--- config.mk ---
export PLATFORM = sky130hd
export DESIGN_NAME = hazard_stall_ctrl
export DESIGN_NICKNAME = d
export VERILOG_FILES = /design/src/rtl/hazard_stall_ctrl.sv
export SDC_FILE = /design/constraint.sdc
export NUM_CORES = 1
export LEC_CHECK = 0
export ABC_AREA = 1
export BUFFER_PORTS_ARGS = -buffer_cell sky130_fd_sc_hd__buf_2
export CAP_MARGIN = 0
export CORE_MARGIN = 1
export CORE_UTILIZATION = 38
export CTS_CLUSTER_SIZE = 20
export DETAILED_ROUTE_END_ITERATION = 8
export PLACE_DENSITY = 0.61
export SYNTH_ARGS = -nofsm -noshare
export SYNTH_HDL_FRONTEND = slang
export SYNTH_SLANG_ARGS = --single-unit
export TNS_END_PERCENT = 10
--- constraint.sdc ---
create_clock -name clk_i -period 3.2 [get_ports clk_i]
set_clock_uncertainty 0.15 [all_clocks]
set_input_delay 0.48 -clock clk_i [delete_from_list [all_inputs] [get_ports clk_i]]
set_output_delay 0.48 -clock clk_i [all_outputs]
set_load 0.01 [all_outputs]
--- src/rtl/hazard_stall_ctrl.sv ---
// ---------------------------------------------------------------------------
// hazard_stall_ctrl
//
// Hazard and stall sequencer for the 5-stage pipeline. It detects load-use
// hazards, taken-branch flushes and multi-cycle data-memory waits. It drives
// the front-end write enables, the IF/ID flush and the ID-stage bubble
// select. It also maintains saturating stall/flush counters and a
// memory-wait timeout watchdog with a sticky error flag.
//
// Parameters
//   TIMEOUT : consecutive MEM_WAIT cycles tolerated before ERROR (2..255)
//   CNT_W   : width of each performance counter
//
// Ports
//   clk_i, rst_i        : clock (rising edge), synchronous active-low reset
//   IDEX_MemRead_i      : instruction in EX is a load
//   IDEX_RegRt_i        : load destination register in EX
//   IFID_RegRs_i/RegRt_i: source registers of the instruction in ID
//   branch_taken_i      : branch in ID resolved taken
//   mem_req_i           : MEM stage issues a data-memory access
//   mem_ready_i         : data memory completes the access
//   pc_write_o          : PC update enable
//   ifid_write_o        : IF/ID write enable
//   bubble_o            : ID control mux select (1 = zero WB/MEM/EX control)
//   ifid_flush_o        : clear IF/ID to NOP
//   stall_all_o         : freeze ID/EX, EX/MEM and MEM/WB
//   error_o             : sticky memory-timeout flag
//   stall_cnt_o         : saturating count of stalled (pc_write_o=0) cycles
//   flush_cnt_o         : saturating count of flush cycles
// ---------------------------------------------------------------------------
module hazard_stall_ctrl #(
    parameter int unsigned TIMEOUT = 64,
    parameter int unsigned CNT_W   = 16
) (
    input  logic             clk_i,
    input  logic             rst_i,
    input  logic             IDEX_MemRead_i,
    input  logic [4:0]       IDEX_RegRt_i,
    input  logic [4:0]       IFID_RegRs_i,
    input  logic [4:0]       IFID_RegRt_i,
    input  logic             branch_taken_i,
    input  logic             mem_req_i,
    input  logic             mem_ready_i,
    output logic             pc_write_o,
    output logic             ifid_write_o,
    output logic             bubble_o,
    output logic             ifid_flush_o,
    output logic             stall_all_o,
    output logic             error_o,
    output logic [CNT_W-1:0] stall_cnt_o,
    output logic [CNT_W-1:0] flush_cnt_o
);

    typedef enum logic [1:0] {
        ST_RUN      = 2'd0,
        ST_MEM_WAIT = 2'd1,
        ST_ERROR    = 2'd2
    } state_e;

    localparam logic [7:0]       TIMEOUT_C = 8'(TIMEOUT);
    localparam logic [CNT_W-1:0] CNT_MAX   = {CNT_W{1'b1}};
    localparam logic [CNT_W-1:0] CNT_ONE   = CNT_W'(1'b1);

    state_e           state_q, state_d;
    logic [7:0]       wcnt_q, wcnt_d;
    logic             error_q, error_d;
    logic [CNT_W-1:0] stall_cnt_q, stall_cnt_d;
    logic [CNT_W-1:0] flush_cnt_q, flush_cnt_d;

    logic mem_wait_s;
    logic load_use_s;
    logic frozen_s;
    logic pc_write_s;
    logic ifid_write_s;
    logic bubble_s;
    logic ifid_flush_s;
    logic stall_all_s;

    // Any state other than RUN/MEM_WAIT (ERROR or an unreachable encoding)
    // holds the whole pipeline frozen.
    assign frozen_s = (state_q != ST_RUN) && (state_q != ST_MEM_WAIT);

    // Register 0 is hard-wired, so a load targeting it never creates a hazard.
    assign load_use_s = IDEX_MemRead_i && (IDEX_RegRt_i != 5'd0) &&
                        ((IDEX_RegRt_i == IFID_RegRs_i) ||
                         (IDEX_RegRt_i == IFID_RegRt_i));

    // Memory wait: a fresh unanswered request in RUN, or an outstanding one.
    always_comb begin
        mem_wait_s = 1'b0;
        case (state_q)
            ST_RUN:      mem_wait_s = mem_req_i && !mem_ready_i;
            ST_MEM_WAIT: mem_wait_s = !mem_ready_i;
            default:     mem_wait_s = 1'b0;
        endcase
    end

    // Pipeline control outputs in priority order; reset overrides everything.
    always_comb begin
        pc_write_s   = 1'b1;
        ifid_write_s = 1'b1;
        bubble_s     = 1'b0;
        ifid_flush_s = 1'b0;
        stall_all_s  = 1'b0;
        if (!rst_i) begin
            pc_write_s   = 1'b0;
            ifid_write_s = 1'b0;
            bubble_s     = 1'b1;
        end else if (frozen_s) begin
            pc_write_s   = 1'b0;
            ifid_write_s = 1'b0;
            bubble_s     = 1'b1;
            stall_all_s  = 1'b1;
        end else if (mem_wait_s) begin
            // Freeze rather than bubble: the stalled instructions must survive.
            pc_write_s   = 1'b0;
            ifid_write_s = 1'b0;
            stall_all_s  = 1'b1;
        end else if (load_use_s) begin
            // Branch is ignored here; it is re-evaluated after the stall.
            pc_write_s   = 1'b0;
            ifid_write_s = 1'b0;
            bubble_s     = 1'b1;
        end else if (branch_taken_i) begin
            ifid_flush_s = 1'b1;
        end else begin
            pc_write_s   = 1'b1;
            ifid_write_s = 1'b1;
        end
    end

    // Next state, wait counter and sticky timeout flag.
    always_comb begin
        state_d = state_q;
        wcnt_d  = wcnt_q;
        error_d = error_q;
        case (state_q)
            ST_RUN: begin
                if (mem_req_i && !mem_ready_i) begin
                    state_d = ST_MEM_WAIT;
                    wcnt_d  = 8'd1;
                end else begin
                    state_d = ST_RUN;
                end
            end
            ST_MEM_WAIT: begin
                if (mem_ready_i) begin
                    state_d = ST_RUN;
                    wcnt_d  = 8'd0;
                end else if (wcnt_q == TIMEOUT_C) begin
                    state_d = ST_ERROR;
                    error_d = 1'b1;
                end else begin
                    wcnt_d = wcnt_q + 8'd1;
                end
            end
            ST_ERROR: begin
                state_d = ST_ERROR;
            end
            default: begin
                // Corrupted state register: fail safe into ERROR.
                state_d = ST_ERROR;
                error_d = 1'b1;
            end
        endcase
    end

    // Saturating performance counters; ERROR cycles are not counted as stalls.
    always_comb begin
        if (!pc_write_s && !frozen_s && (stall_cnt_q != CNT_MAX)) begin
            stall_cnt_d = stall_cnt_q + CNT_ONE;
        end else begin
            stall_cnt_d = stall_cnt_q;
        end
        if (ifid_flush_s && (flush_cnt_q != CNT_MAX)) begin
            flush_cnt_d = flush_cnt_q + CNT_ONE;
        end else begin
            flush_cnt_d = flush_cnt_q;
        end
    end

    // State and counter registers with synchronous active-low reset.
    always_ff @(posedge clk_i) begin
        if (!rst_i) begin
            state_q     <= ST_RUN;
            wcnt_q      <= 8'd0;
            error_q     <= 1'b0;
            stall_cnt_q <= {CNT_W{1'b0}};
            flush_cnt_q <= {CNT_W{1'b0}};
        end else begin
            state_q     <= state_d;
            wcnt_q      <= wcnt_d;
            error_q     <= error_d;
            stall_cnt_q <= stall_cnt_d;
            flush_cnt_q <= flush_cnt_d;
        end
    end

    assign pc_write_o   = pc_write_s;
    assign ifid_write_o = ifid_write_s;
    assign bubble_o     = bubble_s;
    assign ifid_flush_o = ifid_flush_s;
    assign stall_all_o  = stall_all_s;
    assign error_o      = error_q;
    assign stall_cnt_o  = stall_cnt_q;
    assign flush_cnt_o  = flush_cnt_q;

endmodule

Yosys cells after proc, flatten, opt, wreduce, memory -nomap -nowiden:

Index checks and enable logic that the tools add are counted.

* logic and storage cells: 68
* output and inout port bits: 38
* bits of input ports: 21
* register bits after elaboration: 43

* reduce and logical (&&, ||, !) cells: 18
* muxes and demuxes: 28
* $add $sub $neg: 3
* equality and inequality tests: 13
* bitwise operators: 1

Operators by type and width (count)
* $add 16x1->16 const B: 2
* $ne 16x16->1 const B: 2
* $mux 8: 3
* $mux 1: 19
* $pmux 8 s2: 1
* $eq 5x5->1: 2
* $add 8x1->8 const B: 1
* $eq 8x7->1 const B: 1
* $logic_and 1x1->1: 7
* $ne 2x2->1 const B: 3
* $ne 3x3->1 const B: 2
* $reduce_and 3->1: 2
* $reduce_bool 5->1: 1
* $mux 2: 2
* $pmux 1 s2: 2
* $pmux 2 s2: 1
* $reduce_bool 2->1: 2
* $logic_not 1->1: 3
* $eq 2x1->1 const B: 1
* $eq 2x2->1 const B: 1
* $logic_not 2->1: 1
* $ne 2x1->1 const B: 1
* $reduce_or 2->1: 1
* $logic_or 1x1->1: 1
* $not 1->1: 1

Logic depth before layout (Yosys ltp):

* depth after elaboration: 10
* depth in mapped cells: 12

Worst setup path before layout:

No wires, ideal clock.

* path type: input port to output port
* from: in rst_i
* to: out ifid_flush_o
* stages: 6
* data arrival time: 1.457 ns
* data required time: 2.570 ns
* path slack: 1.113 ns
* path through: clkbuf_1 -> nand4_1 -> inv_2 -> nand2_4 -> buf_4 -> nor2_1

* longest elaborated chain between the ends: 1

Ends and longest elaborated chain
* start, declared: RTL line 36 `input logic rst_i,`
* $mux 1: RTL line 105 `if (!rst_i) begin`
* end, declared: RTL line 47 `output logic ifid_flush_o,`

Every way passes these cells.

Worst setup path after layout:

* from: reg state_q[1]
* to: out ifid_flush_o

* longest elaborated chain between the ends: 5
* elaborated cells on any way between the ends: 9

Ends and longest elaborated chain
* start, declared: RTL line 64 `state_e state_q, state_d;`
* start signal, assigned: RTL line 191 `state_q <= state_d;`
* $eq 2x1->1 or $logic_not 2->1 (tied branches): RTL line 91 `case (state_q)`
* $pmux 1 s2: RTL line 91
* $mux 1: RTL line 114 `end else if (mem_wait_s) begin`
* $mux 1 (*): RTL line 109 `end else if (frozen_s) begin`
* $mux 1 (*): RTL line 105

Every way passes the cells marked *; elsewhere a longest branch is shown, timed or not.

==> results.cfg <==
[outcome]
status = finished, final reports clean

[critical_path]
crit_arrival_ns = 1.89
crit_fanout = 20
critPathKind = reg2out
cp_slowest_stage_delay_ns = 0.36
crit_chain = inv_2 -> nand4_1 -> nand4_1 -> inv_2 -> nand2_4 -> nor2_1 -> buf_2
end_kind = output pin
critPathRequiredTime_ns = 2.57
critPathLaunchType = flip-flop
cp-startpoint = state_q[1]$_SDFFE_PN0P_
r2r_start = flush_cnt_o[0]$_SDFFE_PN0P_
slowest_stage = dfxtp_1

[clock_network]
cts_buffers = 5
clock_sinks = 43
htreeDepth = 2
clock_latency_ns = 0.29
cts_buffer_depth = 2
cts_resized = 0
ctsHoldBuffers = 0
cts_tree = yes
post_cts_buffers = 0
cts_root_buffer = clkbuf_8
clk_pin_slew_ns = 0.08

[placed_design]
post_dp_cell_area_sq_mm = 0.00316
port_buffers = 58
dpl_worst_slack_ns = 0.952
post-place-cells = 554
gp_congestion = 0.872
hpwl_mm = 4.91

[synthesis]
yosys.area.top_type = dfxtp_1
synth.area.top_cells = dfxtp_1 31%, nand2_1 13%, nand4_1 8.4%
synthDistinctLibCells = 36
ys_ff_latch = 43
synth_top_area_share_pct = 30.6
ys_seq_area_share_pct = 30.6
syn_area_sq_mm = 0.00282
synthCells = 410
synth_area_per_cell_sq_um = 6.87
synth_fp_nets = 435
synthFlopType = dfxtp_1
synth_edf_count = 0
ys.warnings.count = 0
async_reset_ff_share_pct = 0

[die]
placeableCoreArea_sq_mm = 0.00721
die_h_microns = 88.1
start_util_pct = 39.1
num_rows = 31
die_area_sq_mm = 0.00776
die_w_microns = 88.1
ios = 59

[power_and_ir_drop]
power_leakage_nw = 1.39
p_per_area_mw_per_mm2 = 331
irDropWorstVdd_mv = 0.185

[routing]
drc = 0
ant_nets = 0
drt_iter0_markers = 158
vias_per_cell = 4.97
firstDrtPassIters = 5
num_vias = 2789
avgRoutedWirePerCell_microns = 12.2
totalWireLength_mm = 6.86

[grt]
grt_pass1_vias = 2417
antenna_found_initial = 0
use_met1_pct = 25.2
grt_use_met2_pct = 29.3
grt_max_degree = 36
use_met3_pct = 2.64
grt_usage_pct = 18.1
grt_pass1_wl_mm = 11.3
busiest_layer = met2
grt-ovfl-total = 0

[layout]
drive_gt1_share_pct = 22.5
fill_cells = 770
multi_input_area_sq_mm = 0.00170
antenna-diode-count = 0
nets = 487
finalInstanceArea_sq_mm = 0.00325
ff_latch_area_sq_um = 861
final_cells = 561
synthToLayoutAreaGrowth_pct = 15.4

[sta]
min_period_over_period_pct = 78.7
fin_crit_ns = 2.52
fmax_mhz = 397
setup_tns_ns = 0
slew_viol_final = 0
rsz0062_at_grt = false
tightest_slew_ns = 0.435
final_hold_viol_count = 0
fin_hold_ws_ns = 0.340
setup_slack_ns = 0.682
relSlewSlack_pct = 71.0
setup_violations = 0

[min_path]
hold_start = error_o$_SDFFE_PN0P_
hold_class = reg2reg

[job]
maxCapViolCount = 0
==> sequential cells by signal, summed over array words and instances, names as in the netlist <==
name and flops:
stall_cnt_o 16, wcnt_q 8, flush_cnt_o 16, error_o 1, state_q 2
==> stage by stage <==
stage | total power [mW] | utilization (%)
finish | 1.07 | 45.1
global route | 1.12 | 45.1
CTS | 1.09 | 45.1
detailed placement | 0.730 | 43.8
global placement | 0.728 | 43.8
floorplan | 0.683 | -
==> critical path, delay by kind of cell (launching register included) <==
| kind | cells | cell delay (ns) |
|---|---|---|
| and+or+nand+nor | 4 | 0.70 |
| buffers and inverters | 3 | 0.53 |
| DFF | 1 | 0.36 |
==> cells in the final DEF, fill, tap and decap left out <==
| master | instances |
|---|---|
| nand2_1 | 94 |
| buf_2 | 58 |
| dfxtp_1 | 43 |
| nor2_1 | 42 |
| nand4_1 | 38 |
| inv_1 | 34 |
| a21oi_1 | 27 |
| nand3_1 | 20 |
| xor2_1 | 19 |
| xnor2_1 | 12 |
| inv_2 | 11 |
| o21ai_0 | 11 |
| a21oi_2 | 9 |
| clkbuf_8 | 6 |
| nor3_1 | 5 |
| nand2_2 | 4 |
| ha_1 | 4 |
| nor2_4 | 3 |
| clkinv_1 | 2 |
| nand2_4 | 2 |
| nor3_2 | 2 |
| a31oi_1 | 2 |
| buf_4 | 2 |
| nor2_2 | 1 |
| nand3_2 | 1 |
| nand3b_4 | 1 |
| nand3_4 | 1 |
| nand4_4 | 1 |
| o21ai_2 | 1 |
| a211oi_1 | 1 |
| nor4_1 | 1 |
| a21o_1 | 1 |
| and3_1 | 1 |
| o31ai_1 | 1 |
| clkinv_2 | 1 |
==> Yosys cell counts (3+ instances only) <==
cell and n:
buf_4 3, a21oi_2 9, dfxtp_1 43, xnor2_1 12
xor2_1 19, nand4_1 38, nand3_1 20, ha_1 4
o21ai_0 11, inv_2 11, a21oi_1 27, nand2_2 4
nor2_4 3, nor3_1 5, nand2_1 94, nor2_1 42
clkbuf_1 7, inv_1 34
==> power by group <==
group	internal (mW)	leakage [nW]	switching (mW)
logic	0.0523	0.991	0.108
registers	0.545	0.348	0.0112
clock network	0.170	0.0470	0.188
total	0.767	1.39	0.307
==> per-layer routing <==
layer / vias up / wire, microns
met5: - / 0
met4: 0 / 46
met3: 5 / 360
met2: 72 / 3190
met1: 1260 / 3260
li1: 1452 / -
==> final timing paths <==
| check | depth (start not counted) | slack, ns | end |
|---|---|---|---|
| worst max register to register | 9 | 1.11 | flush_cnt_o[5]$_SDFFE_PN0P_ |
| worst min register to register | 2 | 0.34 | error_o$_SDFFE_PN0P_ |
| worst min-delay path | 2 | 0.34 | error_o$_SDFFE_PN0P_ |
| worst max-delay path | 7 | 0.68 | ifid_flush_o |
==> cell type report <==
type	count	area share, %
clock inverter	1	0.154
inverter	47	5.43
sequential	43	26.5
multi-input combinational	305	52.2
timing repair buffer	60	9.39
tap	99	3.81
clock buffer	6	2.54
==> cells by family after synthesis <==
family / count (synthesis) / share of synthesized area [%]
AO/OA/AOI/OAI: 53 / 11.1
flip-flops: 43 / 30.6
adder cells (fa/ha/maj): 4 / 1.78
XOR/XNOR: 31 / 9.64
buffers and inverters: 62 / 9.24
AND/OR/NAND/NOR: 217 / 37.7
Power figures use the tool's default switching activity.
